[src/rtl/wb_pipe_slave_adapter_pkg.sv]
// Shared types and helpers for the Wishbone pipelined slave adapter.
// The tag records how the head of the outstanding queue must be answered.
package wb_adapter_pkg;

   typedef enum logic {
      TAG_FWD       = 1'b0,
      TAG_LOCAL_ERR = 1'b1
   } resp_tag_e;

   // Aborts and timeouts can leave up to 2*depth responses owed by the native side.
   function automatic int disc_cnt_width(int max_outstanding);
      return $clog2(2 * max_outstanding) + 1;
   endfunction

   // One extra bit keeps base+size from wrapping at the top of the address space.
   function automatic logic in_window(logic [63:0] addr, logic [63:0] base, logic [63:0] size);
      logic [64:0] a;
      logic [64:0] lo;
      logic [64:0] hi;
      a  = {1'b0, addr};
      lo = {1'b0, base};
      hi = lo + {1'b0, size};
      return (a >= lo) && (a < hi);
   endfunction

endpackage

[src/rtl/wb_pipe_slave_adapter_if.sv]
// Bus bundles for the adapter: Wishbone B4 pipelined side and native register side.
// The native side: reg_req/reg_gnt transfer a request; reg_rvalid is held until reg_rready.
interface wb_pipe_if #(
   parameter int ADDR_WIDTH = 32,
   parameter int DATA_WIDTH = 32
);
   logic [ADDR_WIDTH-1:0]   wb_adr_i;
   logic [DATA_WIDTH-1:0]   wb_dat_i;
   logic [DATA_WIDTH-1:0]   wb_dat_o;
   logic                    wb_we_i;
   logic [DATA_WIDTH/8-1:0] wb_sel_i;
   logic                    wb_stb_i;
   logic                    wb_cyc_i;
   logic                    wb_ack_o;
   logic                    wb_err_o;
   logic                    wb_stall_o;

   modport master (
      output wb_adr_i, wb_dat_i, wb_we_i, wb_sel_i, wb_stb_i, wb_cyc_i,
      input  wb_dat_o, wb_ack_o, wb_err_o, wb_stall_o
   );

   modport slave (
      input  wb_adr_i, wb_dat_i, wb_we_i, wb_sel_i, wb_stb_i, wb_cyc_i,
      output wb_dat_o, wb_ack_o, wb_err_o, wb_stall_o
   );
endinterface

interface reg_bus_if #(
   parameter int ADDR_WIDTH = 32,
   parameter int DATA_WIDTH = 32
);
   logic                    reg_req;
   logic                    reg_gnt;
   logic [ADDR_WIDTH-1:0]   reg_addr;
   logic [DATA_WIDTH-1:0]   reg_wdata;
   logic                    reg_we;
   logic [DATA_WIDTH/8-1:0] reg_be;
   logic                    reg_rvalid;
   logic [DATA_WIDTH-1:0]   reg_rdata;
   logic                    reg_rerr;
   logic                    reg_rready;

   modport master (
      output reg_req, reg_addr, reg_wdata, reg_we, reg_be, reg_rready,
      input  reg_gnt, reg_rvalid, reg_rdata, reg_rerr
   );

   modport slave (
      input  reg_req, reg_addr, reg_wdata, reg_we, reg_be, reg_rready,
      output reg_gnt, reg_rvalid, reg_rdata, reg_rerr
   );
endinterface

[src/rtl/wb_pipe_slave_adapter_tag_fifo.sv]
// Small synchronous FIFO holding one response tag per outstanding Wishbone request.
// Flush has priority over push and pop; DEPTH must be a power of two.
module wb_tag_fifo #(
   parameter int DEPTH = 4,
   parameter int WIDTH = 1
) (
   input  logic                       clk,
   input  logic                       rst,
   input  logic                       push,
   input  logic                       pop,
   input  logic                       flush,
   input  logic [WIDTH-1:0]           wdata,
   output logic [WIDTH-1:0]           rdata,
   output logic [$clog2(DEPTH):0]     count,
   output logic                       full,
   output logic                       empty
);
   localparam int PTR_W = $clog2(DEPTH);
   localparam int CNT_W = PTR_W + 1;

   logic [WIDTH-1:0] mem_q [DEPTH];
   logic [WIDTH-1:0] mem_d [DEPTH];
   logic [PTR_W-1:0] wr_ptr_q, wr_ptr_d;
   logic [PTR_W-1:0] rd_ptr_q, rd_ptr_d;
   logic [CNT_W-1:0] count_q, count_d;
   logic             do_push, do_pop;

   assign full  = (count_q == CNT_W'(DEPTH));
   assign empty = (count_q == '0);
   assign count = count_q;
   assign rdata = mem_q[rd_ptr_q];

   always_comb begin
      mem_d    = mem_q;
      wr_ptr_d = wr_ptr_q;
      rd_ptr_d = rd_ptr_q;
      count_d  = count_q;
      do_push  = push && !full;
      do_pop   = pop && !empty;
      if (flush) begin
         wr_ptr_d = '0;
         rd_ptr_d = '0;
         count_d  = '0;
      end else begin
         if (do_push) begin
            mem_d[wr_ptr_q] = wdata;
            wr_ptr_d        = wr_ptr_q + PTR_W'(1);
         end
         if (do_pop) begin
            rd_ptr_d = rd_ptr_q + PTR_W'(1);
         end
         count_d = count_q + CNT_W'(do_push) - CNT_W'(do_pop);
      end
   end

   always_ff @(posedge clk or posedge rst) begin
      if (rst) begin
         for (int i = 0; i < DEPTH; i++) mem_q[i] <= '0;
         wr_ptr_q <= '0;
         rd_ptr_q <= '0;
         count_q  <= '0;
      end else begin
         mem_q    <= mem_d;
         wr_ptr_q <= wr_ptr_d;
         rd_ptr_q <= rd_ptr_d;
         count_q  <= count_d;
      end
   end
endmodule

[src/rtl/wb_pipe_slave_adapter.sv]
// Wishbone B4 pipelined slave bridged onto a native request/grant, valid/ready register bus.
// Keeps responses in order, answers unmapped addresses locally and recovers from timeouts/aborts.
module wb_pipe_slave_adapter
   import wb_adapter_pkg::*;
#(
   parameter int                    ADDR_WIDTH      = 32,
   parameter int                    DATA_WIDTH      = 32,
   parameter int                    MAX_OUTSTANDING = 4,
   parameter logic [ADDR_WIDTH-1:0] BASE_ADDR       = '0,
   parameter longint unsigned       WINDOW_SIZE     = 4096,
   parameter int                    TIMEOUT_CYCLES  = 255
) (
   input  logic      wb_clk_i,
   input  logic      wb_rst_i,
   wb_pipe_if.slave  wb,
   reg_bus_if.master rb
);
   localparam int DISC_W = disc_cnt_width(MAX_OUTSTANDING);
   localparam int CNT_W  = $clog2(MAX_OUTSTANDING) + 1;
   localparam int WAIT_W = (TIMEOUT_CYCLES > 0) ? $clog2(TIMEOUT_CYCLES + 1) : 1;

   logic                  mapped, full, disc_idle, accept, abort;
   logic                  head_valid, head_fwd, head_local, bypass;
   logic                  rsp_taken, head_rsp, timeout, pop_head;
   logic                  fifo_push, fifo_pop, fifo_full, fifo_empty;
   logic [0:0]            fifo_rdata;
   logic [CNT_W-1:0]      fifo_count;
   resp_tag_e             push_tag, head_tag;

   logic                  ack_q, ack_d;
   logic                  err_q, err_d;
   logic [DATA_WIDTH-1:0] dat_q, dat_d;
   logic [DISC_W-1:0]     disc_q, disc_d;
   logic [WAIT_W-1:0]     wait_q, wait_d;
   logic [CNT_W-1:0]      fwd_q, fwd_d;

   assign rb.reg_addr  = wb.wb_adr_i;
   assign rb.reg_wdata = wb.wb_dat_i;
   assign rb.reg_we    = wb.wb_we_i;
   assign rb.reg_be    = wb.wb_sel_i;
   assign wb.wb_ack_o  = ack_q;
   assign wb.wb_err_o  = err_q;
   assign wb.wb_dat_o  = dat_q;

   // Request side and head selection; an empty queue lets the incoming tag act as head.
   always_comb begin
      mapped     = in_window(64'(wb.wb_adr_i), 64'(BASE_ADDR), 64'(WINDOW_SIZE));
      full       = (fifo_count == CNT_W'(MAX_OUTSTANDING));
      disc_idle  = (disc_q == '0);
      rb.reg_req = wb.wb_cyc_i && wb.wb_stb_i && mapped && !full && disc_idle;
      wb.wb_stall_o = wb.wb_cyc_i && wb.wb_stb_i &&
                      (full || !disc_idle || (mapped && !rb.reg_gnt));
      accept     = wb.wb_cyc_i && wb.wb_stb_i && !wb.wb_stall_o;
      push_tag   = mapped ? TAG_FWD : TAG_LOCAL_ERR;
      abort      = !wb.wb_cyc_i && !fifo_empty;
      bypass     = fifo_empty && accept;
      head_valid = !fifo_empty || accept;
      head_tag   = fifo_empty ? push_tag : resp_tag_e'(fifo_rdata);
      head_fwd   = head_valid && (head_tag == TAG_FWD) && disc_idle;
      head_local = head_valid && (head_tag == TAG_LOCAL_ERR) && disc_idle;
      rb.reg_rready = !disc_idle || head_fwd;
      rsp_taken  = rb.reg_rready && rb.reg_rvalid;
      head_rsp   = head_fwd && rb.reg_rvalid;
      timeout    = head_fwd && !rb.reg_rvalid && (TIMEOUT_CYCLES != 0) &&
                   (wait_q == WAIT_W'(TIMEOUT_CYCLES));
      pop_head   = head_local || head_rsp || timeout;
      fifo_push  = accept && !(bypass && pop_head);
      fifo_pop   = pop_head && !fifo_empty;
   end

   // Response side: bookkeeping counters and the registered Wishbone response.
   always_comb begin
      wait_d = wait_q;
      fwd_d  = fwd_q;
      disc_d = disc_q;
      ack_d  = 1'b0;
      err_d  = 1'b0;
      dat_d  = dat_q;
      if (abort || pop_head) begin
         wait_d = '0;
      end else if (head_fwd && (TIMEOUT_CYCLES != 0)) begin
         wait_d = wait_q + WAIT_W'(1);
      end
      if (abort) begin
         fwd_d  = '0;
         // Every flushed FWD entry still owes a native response, minus one taken now.
         disc_d = disc_q + DISC_W'(fwd_q) - DISC_W'(rsp_taken);
      end else begin
         fwd_d  = fwd_q + CNT_W'(fifo_push && (push_tag == TAG_FWD))
                        - CNT_W'(fifo_pop && (head_tag == TAG_FWD));
         disc_d = disc_q + DISC_W'(timeout) - DISC_W'(rsp_taken && !disc_idle);
         ack_d  = head_rsp && !rb.reg_rerr;
         err_d  = head_local || timeout || (head_rsp && rb.reg_rerr);
         if (head_rsp) dat_d = rb.reg_rdata;
      end
   end

   always_ff @(posedge wb_clk_i or posedge wb_rst_i) begin
      if (wb_rst_i) begin
         ack_q  <= 1'b0;
         err_q  <= 1'b0;
         dat_q  <= '0;
         disc_q <= '0;
         wait_q <= '0;
         fwd_q  <= '0;
      end else begin
         ack_q  <= ack_d;
         err_q  <= err_d;
         dat_q  <= dat_d;
         disc_q <= disc_d;
         wait_q <= wait_d;
         fwd_q  <= fwd_d;
      end
   end

   wb_tag_fifo #(
      .DEPTH (MAX_OUTSTANDING),
      .WIDTH (1)
   ) u_tag_fifo (
      .clk   (wb_clk_i),
      .rst   (wb_rst_i),
      .push  (fifo_push),
      .pop   (fifo_pop),
      .flush (abort),
      .wdata (push_tag),
      .rdata (fifo_rdata),
      .count (fifo_count),
      .full  (fifo_full),
      .empty (fifo_empty)
   );

   a_fifo_flags: assert property (@(posedge wb_clk_i) disable iff (wb_rst_i)
      (fifo_full == full) && (fifo_empty == (fifo_count == '0)));
   a_disc_no_overflow: assert property (@(posedge wb_clk_i) disable iff (wb_rst_i)
      (32'(disc_q) <= 2 * MAX_OUTSTANDING));
endmodule
[src/flat_wrapper.sv]
// flat-port wrapper written by rule: the top's interface ports become plain ports
module wb_pipe_slave_adapter_flat import wb_adapter_pkg::*;
#(
   parameter int                    ADDR_WIDTH      = 32,
   parameter int                    DATA_WIDTH      = 32,
   parameter int                    MAX_OUTSTANDING = 4,
   parameter logic [ADDR_WIDTH-1:0] BASE_ADDR       = '0,
   parameter longint unsigned       WINDOW_SIZE     = 4096,
   parameter int                    TIMEOUT_CYCLES  = 255
)
  (wb_clk_i, wb_rst_i, wb_wb_adr_i, wb_wb_dat_i, wb_wb_we_i, wb_wb_sel_i, wb_wb_stb_i, wb_wb_cyc_i, wb_wb_dat_o, wb_wb_ack_o, wb_wb_err_o, wb_wb_stall_o, rb_reg_req, rb_reg_addr, rb_reg_wdata, rb_reg_we, rb_reg_be, rb_reg_rready, rb_reg_gnt, rb_reg_rvalid, rb_reg_rdata, rb_reg_rerr);
  wb_pipe_if #(.ADDR_WIDTH(ADDR_WIDTH), .DATA_WIDTH(DATA_WIDTH)) wb_i ();
  reg_bus_if #(.ADDR_WIDTH(ADDR_WIDTH), .DATA_WIDTH(DATA_WIDTH)) rb_i ();
  input  logic wb_clk_i;
  input  logic wb_rst_i;
  input wire logic [$bits(wb_i.wb_adr_i)-1:0] wb_wb_adr_i;
  input wire logic [$bits(wb_i.wb_dat_i)-1:0] wb_wb_dat_i;
  input wire logic [$bits(wb_i.wb_we_i)-1:0] wb_wb_we_i;
  input wire logic [$bits(wb_i.wb_sel_i)-1:0] wb_wb_sel_i;
  input wire logic [$bits(wb_i.wb_stb_i)-1:0] wb_wb_stb_i;
  input wire logic [$bits(wb_i.wb_cyc_i)-1:0] wb_wb_cyc_i;
  output wire logic [$bits(wb_i.wb_dat_o)-1:0] wb_wb_dat_o;
  output wire logic [$bits(wb_i.wb_ack_o)-1:0] wb_wb_ack_o;
  output wire logic [$bits(wb_i.wb_err_o)-1:0] wb_wb_err_o;
  output wire logic [$bits(wb_i.wb_stall_o)-1:0] wb_wb_stall_o;
  output wire logic [$bits(rb_i.reg_req)-1:0] rb_reg_req;
  output wire logic [$bits(rb_i.reg_addr)-1:0] rb_reg_addr;
  output wire logic [$bits(rb_i.reg_wdata)-1:0] rb_reg_wdata;
  output wire logic [$bits(rb_i.reg_we)-1:0] rb_reg_we;
  output wire logic [$bits(rb_i.reg_be)-1:0] rb_reg_be;
  output wire logic [$bits(rb_i.reg_rready)-1:0] rb_reg_rready;
  input wire logic [$bits(rb_i.reg_gnt)-1:0] rb_reg_gnt;
  input wire logic [$bits(rb_i.reg_rvalid)-1:0] rb_reg_rvalid;
  input wire logic [$bits(rb_i.reg_rdata)-1:0] rb_reg_rdata;
  input wire logic [$bits(rb_i.reg_rerr)-1:0] rb_reg_rerr;
  assign wb_i.wb_adr_i = wb_wb_adr_i;
  assign wb_i.wb_dat_i = wb_wb_dat_i;
  assign wb_i.wb_we_i = wb_wb_we_i;
  assign wb_i.wb_sel_i = wb_wb_sel_i;
  assign wb_i.wb_stb_i = wb_wb_stb_i;
  assign wb_i.wb_cyc_i = wb_wb_cyc_i;
  assign wb_wb_dat_o = wb_i.wb_dat_o;
  assign wb_wb_ack_o = wb_i.wb_ack_o;
  assign wb_wb_err_o = wb_i.wb_err_o;
  assign wb_wb_stall_o = wb_i.wb_stall_o;
  assign rb_reg_req = rb_i.reg_req;
  assign rb_reg_addr = rb_i.reg_addr;
  assign rb_reg_wdata = rb_i.reg_wdata;
  assign rb_reg_we = rb_i.reg_we;
  assign rb_reg_be = rb_i.reg_be;
  assign rb_reg_rready = rb_i.reg_rready;
  assign rb_i.reg_gnt = rb_reg_gnt;
  assign rb_i.reg_rvalid = rb_reg_rvalid;
  assign rb_i.reg_rdata = rb_reg_rdata;
  assign rb_i.reg_rerr = rb_reg_rerr;
  wb_pipe_slave_adapter #(.ADDR_WIDTH(ADDR_WIDTH), .DATA_WIDTH(DATA_WIDTH), .MAX_OUTSTANDING(MAX_OUTSTANDING), .BASE_ADDR(BASE_ADDR), .WINDOW_SIZE(WINDOW_SIZE), .TIMEOUT_CYCLES(TIMEOUT_CYCLES)) u_core (.wb_clk_i(wb_clk_i), .wb_rst_i(wb_rst_i), .wb(wb_i), .rb(rb_i));
endmodule
[config.mk]
export PLATFORM = sky130hd
export DESIGN_NAME = wb_pipe_slave_adapter_flat
export DESIGN_NICKNAME = d
export VERILOG_FILES = /design/src/rtl/wb_pipe_slave_adapter_pkg.sv /design/src/rtl/wb_pipe_slave_adapter_if.sv /design/src/rtl/wb_pipe_slave_adapter_tag_fifo.sv /design/src/rtl/wb_pipe_slave_adapter.sv /design/src/flat_wrapper.sv
export SDC_FILE = /design/constraint.sdc
export NUM_CORES = 1
export LEC_CHECK = 0
export CORE_UTILIZATION = 42
export DETAILED_ROUTE_END_ITERATION = 8
export GPL_TIMING_DRIVEN = 0
export PLACE_DENSITY_LB_ADDON = 0.1
export REMOVE_ABC_BUFFERS = 1
export SLEW_MARGIN = 30
export SYNTH_ARGS = -nofsm -noshare
export SYNTH_HDL_FRONTEND = slang
export SYNTH_SLANG_ARGS = --single-unit
[constraint.sdc]
create_clock -name wb_clk_i -period 7.3 [get_ports wb_clk_i]
set_clock_uncertainty 0.2 [all_clocks]
set_input_delay 1.095 -clock wb_clk_i [delete_from_list [all_inputs] [get_ports wb_clk_i]]
set_output_delay 1.095 -clock wb_clk_i [all_outputs]
set_load 0.01 [all_outputs]
## Word-level counts from Yosys, hierarchy flattened

Index checks and enable logic that the tools add are counted.
W data, S select, Z words.

- Register bits after elaboration: 60
- Input port bits: 108
- Output and inout port bits: 106
- Word-level logic and storage cells: 106

- Add/sub/neg operators: 11
- $lt $le $gt $ge: 4
- Equal/unequal tests: 2
- Muxes and demuxes: 19
- Bitwise gates (word level): 4
- Reductions and logical operators: 53

Operators with widths:

| kind | number |
|---|---|
| $lt A32 B13 Y1 const B | 1 |
| $logic_and A1 B1 Y1 | 28 |
| $mux W8 | 2 |
| $logic_not A1 Y1 | 9 |
| $logic_or A1 B1 Y1 | 9 |
| $add A8 B1 Y8 const B | 1 |
| $eq A8 B8 Y1 const B | 1 |
| $mux W2 | 4 |
| $sub A4 B1 Y4 | 2 |
| $mux W1 | 7 |
| $add A3 B1 Y3 | 2 |
| $ge A3 B3 Y1 const B | 2 |
| $mux W3 | 2 |
| $not A2 Y3 | 2 |
| $reduce_bool A2 Y1 | 3 |
| $sub A3 B1 Y3 | 2 |
| $add A2 B1 Y2 const B | 2 |
| $add A4 B1 Y4 | 1 |
| $add A4 B3 Y4 | 1 |
| $bwmux W4 | 1 |
| $logic_not A4 Y1 | 1 |
| $mux W4 | 1 |
| $reduce_and A2 Y1 | 2 |
| $eq A3 B3 Y1 const B | 1 |
| 5 further kinds | 6 |

## Depth between registers and ports, before layout

- Depth in word-level cells: 20
- Mapped depth: 15
- Gate-level depth less buffers: 14

## By module

From an unflattened synthesis, not the netlist that was laid out.

- Cell total of the unflattened synthesis: 342
- Area, all modules: 3694.8 um^2

By module, submodules not included:

| module | instances | cells an instance | area an instance (um^2) | seq. area each (um^2) |
|---|---|---|---|---|
| wb_pipe_slave_adapter | 1 | 284 | 3052.9 | 1226.2 |
| wb_tag_fifo | 1 | 58 | 641.9 | 275.3 |

## Worst setup path after synthesis

Ideal clock, no wire load.

- Path type: input to register
- Start: input port wb_wb_adr_i[16]
- End: register u_core.disc_q[2]
- Library setup time: 77 ps
- Arrival: 3620 ps
- Data required time: 7023 ps
- Slack: 3402 ps
- Stages on the path: 12
- Path buffers: 0
- Path through: or4_4 > nor4b_4 > and2_0 > o21ai_0 > a21boi_0 > ha_1 > inv_1 > ha_1 > inv_1 > fa_1 > xor2_1 > a21oi_1

- Cells in the longest elaborated chain, start to end: 14
- Elaborated cells on any way between the ends: 21
- Those cells by class: add/sub (3); order compare (1); mux (3); bitwise (1); reduce/logical (13)

Ends and longest elaborated chain:

| item | line | source |
|---|---|---|
| start: declaration | flat_wrapper.sv:16 | `input wire logic [$bits(wb_i.wb_adr_i)-1:0] wb_wb_adr_i;` |
| $lt A32 B13 Y1 (*) | wb_pipe_slave_adapter_pkg.sv:23 | `return (a >= lo) && (a < hi);` |
| $logic_and A1 B1 Y1 | wb_pipe_slave_adapter.sv:52 | `(full \|\| !disc_idle \|\| (mapped && !rb.reg_gnt));` |
| $logic_or A1 B1 Y1 | wb_pipe_slave_adapter.sv:52 |  |
| $logic_and A1 B1 Y1 | wb_pipe_slave_adapter.sv:51 | `wb.wb_stall_o = wb.wb_cyc_i && wb.wb_stb_i &&` |
| $logic_not A1 Y1 | wb_pipe_slave_adapter.sv:53 | `accept = wb.wb_cyc_i && wb.wb_stb_i && !wb.wb_stall_o;` |
| $logic_and A1 B1 Y1 | wb_pipe_slave_adapter.sv:53 |  |
| $logic_or A1 B1 Y1 | wb_pipe_slave_adapter.sv:57 | `head_valid = !fifo_empty \|\| accept;` |
| $logic_and A1 B1 Y1 (*) (2 in a row) | wb_pipe_slave_adapter.sv:59 | `head_fwd = head_valid && (head_tag == TAG_FWD) && disc_idle;` |
| $logic_and A1 B1 Y1 or $logic_or A1 B1 Y1 (tied branches) | wb_pipe_slave_adapter.sv:64, wb_pipe_slave_adapter.sv:61 |  |
| $logic_and A1 B1 Y1 (on tied branches) | wb_pipe_slave_adapter.sv:64, wb_pipe_slave_adapter.sv:62 |  |
| $add A4 B1 Y4 or $logic_and A1 B1 Y1 (tied branches) | wb_pipe_slave_adapter.sv:91 | `disc_d = disc_q + DISC_W'(timeout) - DISC_W'(rsp_taken && !disc_idle);` |
| $sub A4 B1 Y4 | wb_pipe_slave_adapter.sv:91 |  |
| $mux W4 (*) | wb_pipe_slave_adapter.sv:84 | `if (abort) begin` |
| via u_core.disc_d[2] | wb_pipe_slave_adapter.sv:33 | `logic [DISC_W-1:0] disc_q, disc_d;` |
| end signal: assignment | wb_pipe_slave_adapter.sv:110 | `disc_q <= disc_d;` |
| end: declaration | wb_pipe_slave_adapter.sv:33 |  |

The timed path passes the listed nets; every way through them passes the cells marked *.
A chain may end at the register's enable or synchronous reset.

## Worst setup path after layout

- Start: input port wb_wb_adr_i[16]
- End: output port rb_reg_rready

- Cells in the longest elaborated chain, start to end: 10
- Elaborated cells on any way between the ends: 13
- Those cells by class: order compare (1); mux (2); bitwise (1); reduce/logical (9)

Ends and longest elaborated chain:

| item | line | source |
|---|---|---|
| $lt A32 B13 Y1 (*) | wb_pipe_slave_adapter_pkg.sv:23 |  |
| $logic_and A1 B1 Y1 | wb_pipe_slave_adapter.sv:52 |  |
| $logic_or A1 B1 Y1 | wb_pipe_slave_adapter.sv:52 |  |
| $logic_and A1 B1 Y1 | wb_pipe_slave_adapter.sv:51 |  |
| $logic_not A1 Y1 | wb_pipe_slave_adapter.sv:53 |  |
| $logic_and A1 B1 Y1 | wb_pipe_slave_adapter.sv:53 |  |
| $logic_or A1 B1 Y1 | wb_pipe_slave_adapter.sv:57 |  |
| $logic_and A1 B1 Y1 (*) (2 in a row) | wb_pipe_slave_adapter.sv:59 |  |
| $logic_or A1 B1 Y1 (*) | wb_pipe_slave_adapter.sv:61 | `rb.reg_rready = !disc_idle \|\| head_fwd;` |
| end: declaration | flat_wrapper.sv:31 | `output wire logic [$bits(rb_i.reg_rready)-1:0] rb_reg_rready;` |

Every way passes the cells marked *; elsewhere a longest branch is shown, timed or not.

==> impl_metrics.toml <==
[clock_network]
tritoncts = "built"
clk_pin_slew_ps = 60
max-clock-path-buffers = 2
cts-root-buf = "clkbuf_8"
ctsHoldBuffers = 0
insertion_delay_ps = 340
htreeDepth = 3
clock-sinks = 60
postCtsSetupBuffers = 0
post_cts_resized = 0
cts-buffers-inserted = 9

[timing]
hold_violations = 0
worst_pin_slew_ps = 867.9
slew_viol_final = 0
setup_tns_ps = 0
setup_viol = 0
max_freq_mhz = 200.0
final.period_utilization_pct = 68.48
rsz0062_at_grt = "false"
period_needed_ps = 4999
slew_headroom_pct = 41.69

[setup_path]
crit_path_max_fanout = 9
end_kind = "output port"
cp.arrival_ps = 3700
critical-path-max-stage-delay_ps = 610
worstSetupPathType = "in -> out"
rr_worst_depth = 14
cpMaxStageDelayCell = "or4_4"
ff2ff_setup_slack_ps = 3510
reg2reg_from = "u_core.disc_q[2]"
start_kind = "input pin"
worst-path-buf-inv = 2
rr_endpoint = "u_core.u_tag_fifo.count[2]"
critPathLaunch = "wb_wb_adr_i[16]"
critical_path.top_delay_family = "simple AND/OR/NAND/NOR gates"
crit_chain = "clkdlybuf4s50_1, or4_4, nor4b_4, and2_0, o21ai_0, nand2_1, clkdlybuf4s50_1"
worstPathRequired_ps = 6000
cp_common_cell = "clkdlybuf4s50_1"

[synth]
synth_flop_cell = "dfrtp_1"
yosysWarningCount = 0
synthCells = 356
async_flop_share_pct = 100.0
synth_edf_count = 0
synth_common_cells = "buf_4 (69), dfrtp_1 (60), mux2_2 (35), inv_1 (23), ha_1 (19)"
avgSynthCellArea_sq_um = 10.58
synth_area_leaders = "dfrtp_1 (40%), buf_4 (14%), mux2_2 (10%)"
syn_area_sq_um = 3766
ys_ff_latch = 60
synth.distinct_cells = 45
yosysSeqAreaShare_pct = 39.87
yosysTopAreaCell = "dfrtp_1"
synth_most_common_cell = "buf_4"
synth_top_area_share_pct = 39.87

[cells_and_area]
layout-drive-gt1-share_pct = 15.09
n_antenna_cell = 0
fin_cells = 519
area_growth_pct = 26.18
n_fill_cell = 784
nets = 539

[die]
start_util_pct = 43.19
chipHeight_microns = 96.70
io_pins = 214
row_count = 34
die_x_microns = 96.70
die_area_sq_um = 9350
core_sq_um = 8721

[place]
portBuffers = 115
place_inst = 505
place_hpwl_microns = 7993
gp_congestion = 0.7555

[global_route]
grt_start_max_net_pins = 35
grt_use_total_pct = 23.41
grt_overflow = 0
antenna_found_initial = 0
grt_pass1_vias = 2921
grt_first_pass_wirelength_microns = 16770

[power_and_ir_drop]
p_leak_nw = 2.132
vdd_ir_drop_max_v = 0.0001231
p_per_area_nw_per_um2 = 211.6

[outcome]
status = "finished clean"

[hold_path]
hold_class = "reg -> reg"
hp-start = "u_core.wb.wb_dat_o[31]"
hold_depth = 1
holdPathEnd = "u_core.wb.wb_dat_o[31]"

[detailed_routing]
ant_nets = 0
viasPerCell = 5.447
firstDrtPassIters = 6
drc = 0
drt_iter0_markers = 119
vias = 2827
wl_per_cell_microns = 20.19
routed_wl_microns = 10480

[run]
max_cap_viol_count = 0
## logic make-up (layout without fill, tap and decap cells)
logic type / count (synthesis) / count (layout) / share of synthesized area [%]
buffers and inverters: 99 / 154 / 17.34
AND/OR/NAND/NOR: 84 / 84 / 12.39
flip-flops: 60 / 60 / 39.87
multiplexers: 41 / 41 / 12.49
AO/OA/AOI/OAI: 37 / 37 / 6.678
adder cells (fa/ha/maj): 23 / 23 / 8.439
XOR/XNOR: 12 / 12 / 2.791
## worst max path at each step
stage                  endpoint  cells past startpoint  slack, ps
4_1_cts           rb_reg_rready                      7       2320
3_5_place_dp      rb_reg_rready                      7       2320
3_3_place_gp      rb_reg_rready                      7       2330
5_1_grt           rb_reg_rready                      7       2200
2_1_floorplan  u_core.disc_q[2]                     12       3390
6_report          rb_reg_rready                      7       2300
## per-layer routing
| layer | GRT usage (%) | wire (microns) | vias up |
|---|---|---|---|
| li1 | - | - | 1269 |
| met1 | 28.87 | 4194 | 1296 |
| met2 | 28.66 | 3949 | 240 |
| met3 | 19.36 | 2039 | 16 |
| met4 | 6.774 | 115 | 6 |
| met5 | 16.48 | 180 | - |
## cells in the final DEF (no fill, tap or decap), drive strengths merged, types with 2 or more instances in the layout
| cell | instances |
|---|---|
| or3 | 2 |
| buf | 2 |
| inv | 23 |
| mux2i | 2 |
| and4 | 2 |
| nand2 | 14 |
| and3 | 6 |
| ha | 19 |
| nor4 | 5 |
| nor2 | 17 |
| o21ai | 5 |
| xor2 | 5 |
| a21o | 6 |
| xnor2 | 7 |
| a31oi | 2 |
| fa | 4 |
| nand4 | 7 |
| clkbuf | 13 |
| nor2b | 3 |
| a21boi | 2 |
| mux2 | 38 |
| or3b | 3 |
| o32a | 2 |
| clkdlybuf4s50 | 115 |
| a21oi | 13 |
| nor4b | 2 |
| nand3 | 15 |
| nor3 | 5 |
| dfrtp | 60 |
## sequential cells by signal, indices dropped and copies added (netlist names), 2 cells and up
register / flops
u_core.wb.wb_dat_o: 32
u_core.u_tag_fifo.wr_ptr_q: 2
u_core.fwd_q: 3
u_core.u_tag_fifo.rd_ptr_q: 2
u_core.u_tag_fifo.count: 3
u_core.u_tag_fifo.mem_q: 4
u_core.wait_q: 8
u_core.disc_q: 4
## area by class of cell
class | count | area [sq um] | share of cell area, %
repair buffers | 117 | 1199 | 25.22
flip-flops and latches | 60 | 1501 | 31.60
well taps | 108 | 135.1 | 2.844
multi-input cells | 197 | 1619 | 34.07
inverters | 23 | 88.84 | 1.869
clock buffers | 13 | 178.9 | 3.765
clock inverters | 1 | 30.03 | 0.6319
## worst register-to-register path, stage by stage (launching register included)
cell,delay (ps)
dfrtp_1,360
inv_1,100
ha_1,170
nor3b_1,520
nand4_1,200
a31oi_1,530
nand2_1,260
ha_1,350
inv_1,50
ha_1,120
inv_1,40
fa_1,370
xor2_1,170
xnor2_1,140
nor2_1,60
## stage by stage
stage	setup slack (ps)	utilization, %	power, mW	hold slack, ps	cell area, sq um
3_3_place_gp	2332	51.43	0.6838	265.9	4486
5_1_grt	2205	54.49	1.077	320.8	4752
4_1_cts	2318	54.49	1.022	304.3	4752
6_report	2301	54.49	1.005	304.1	4752
3_5_place_dp	2319	52.09	0.6959	276.9	4543
2_1_floorplan	3385	-	0.5777	273.8	3199
## power breakdown
| group | switching, mW | internal, mW |
|---|---|---|
| clock | 0.127 | 0.191 |
| sequential | 0.0309 | 0.368 |
| combinational | 0.135 | 0.153 |
Power figures use the tool's default switching activity.
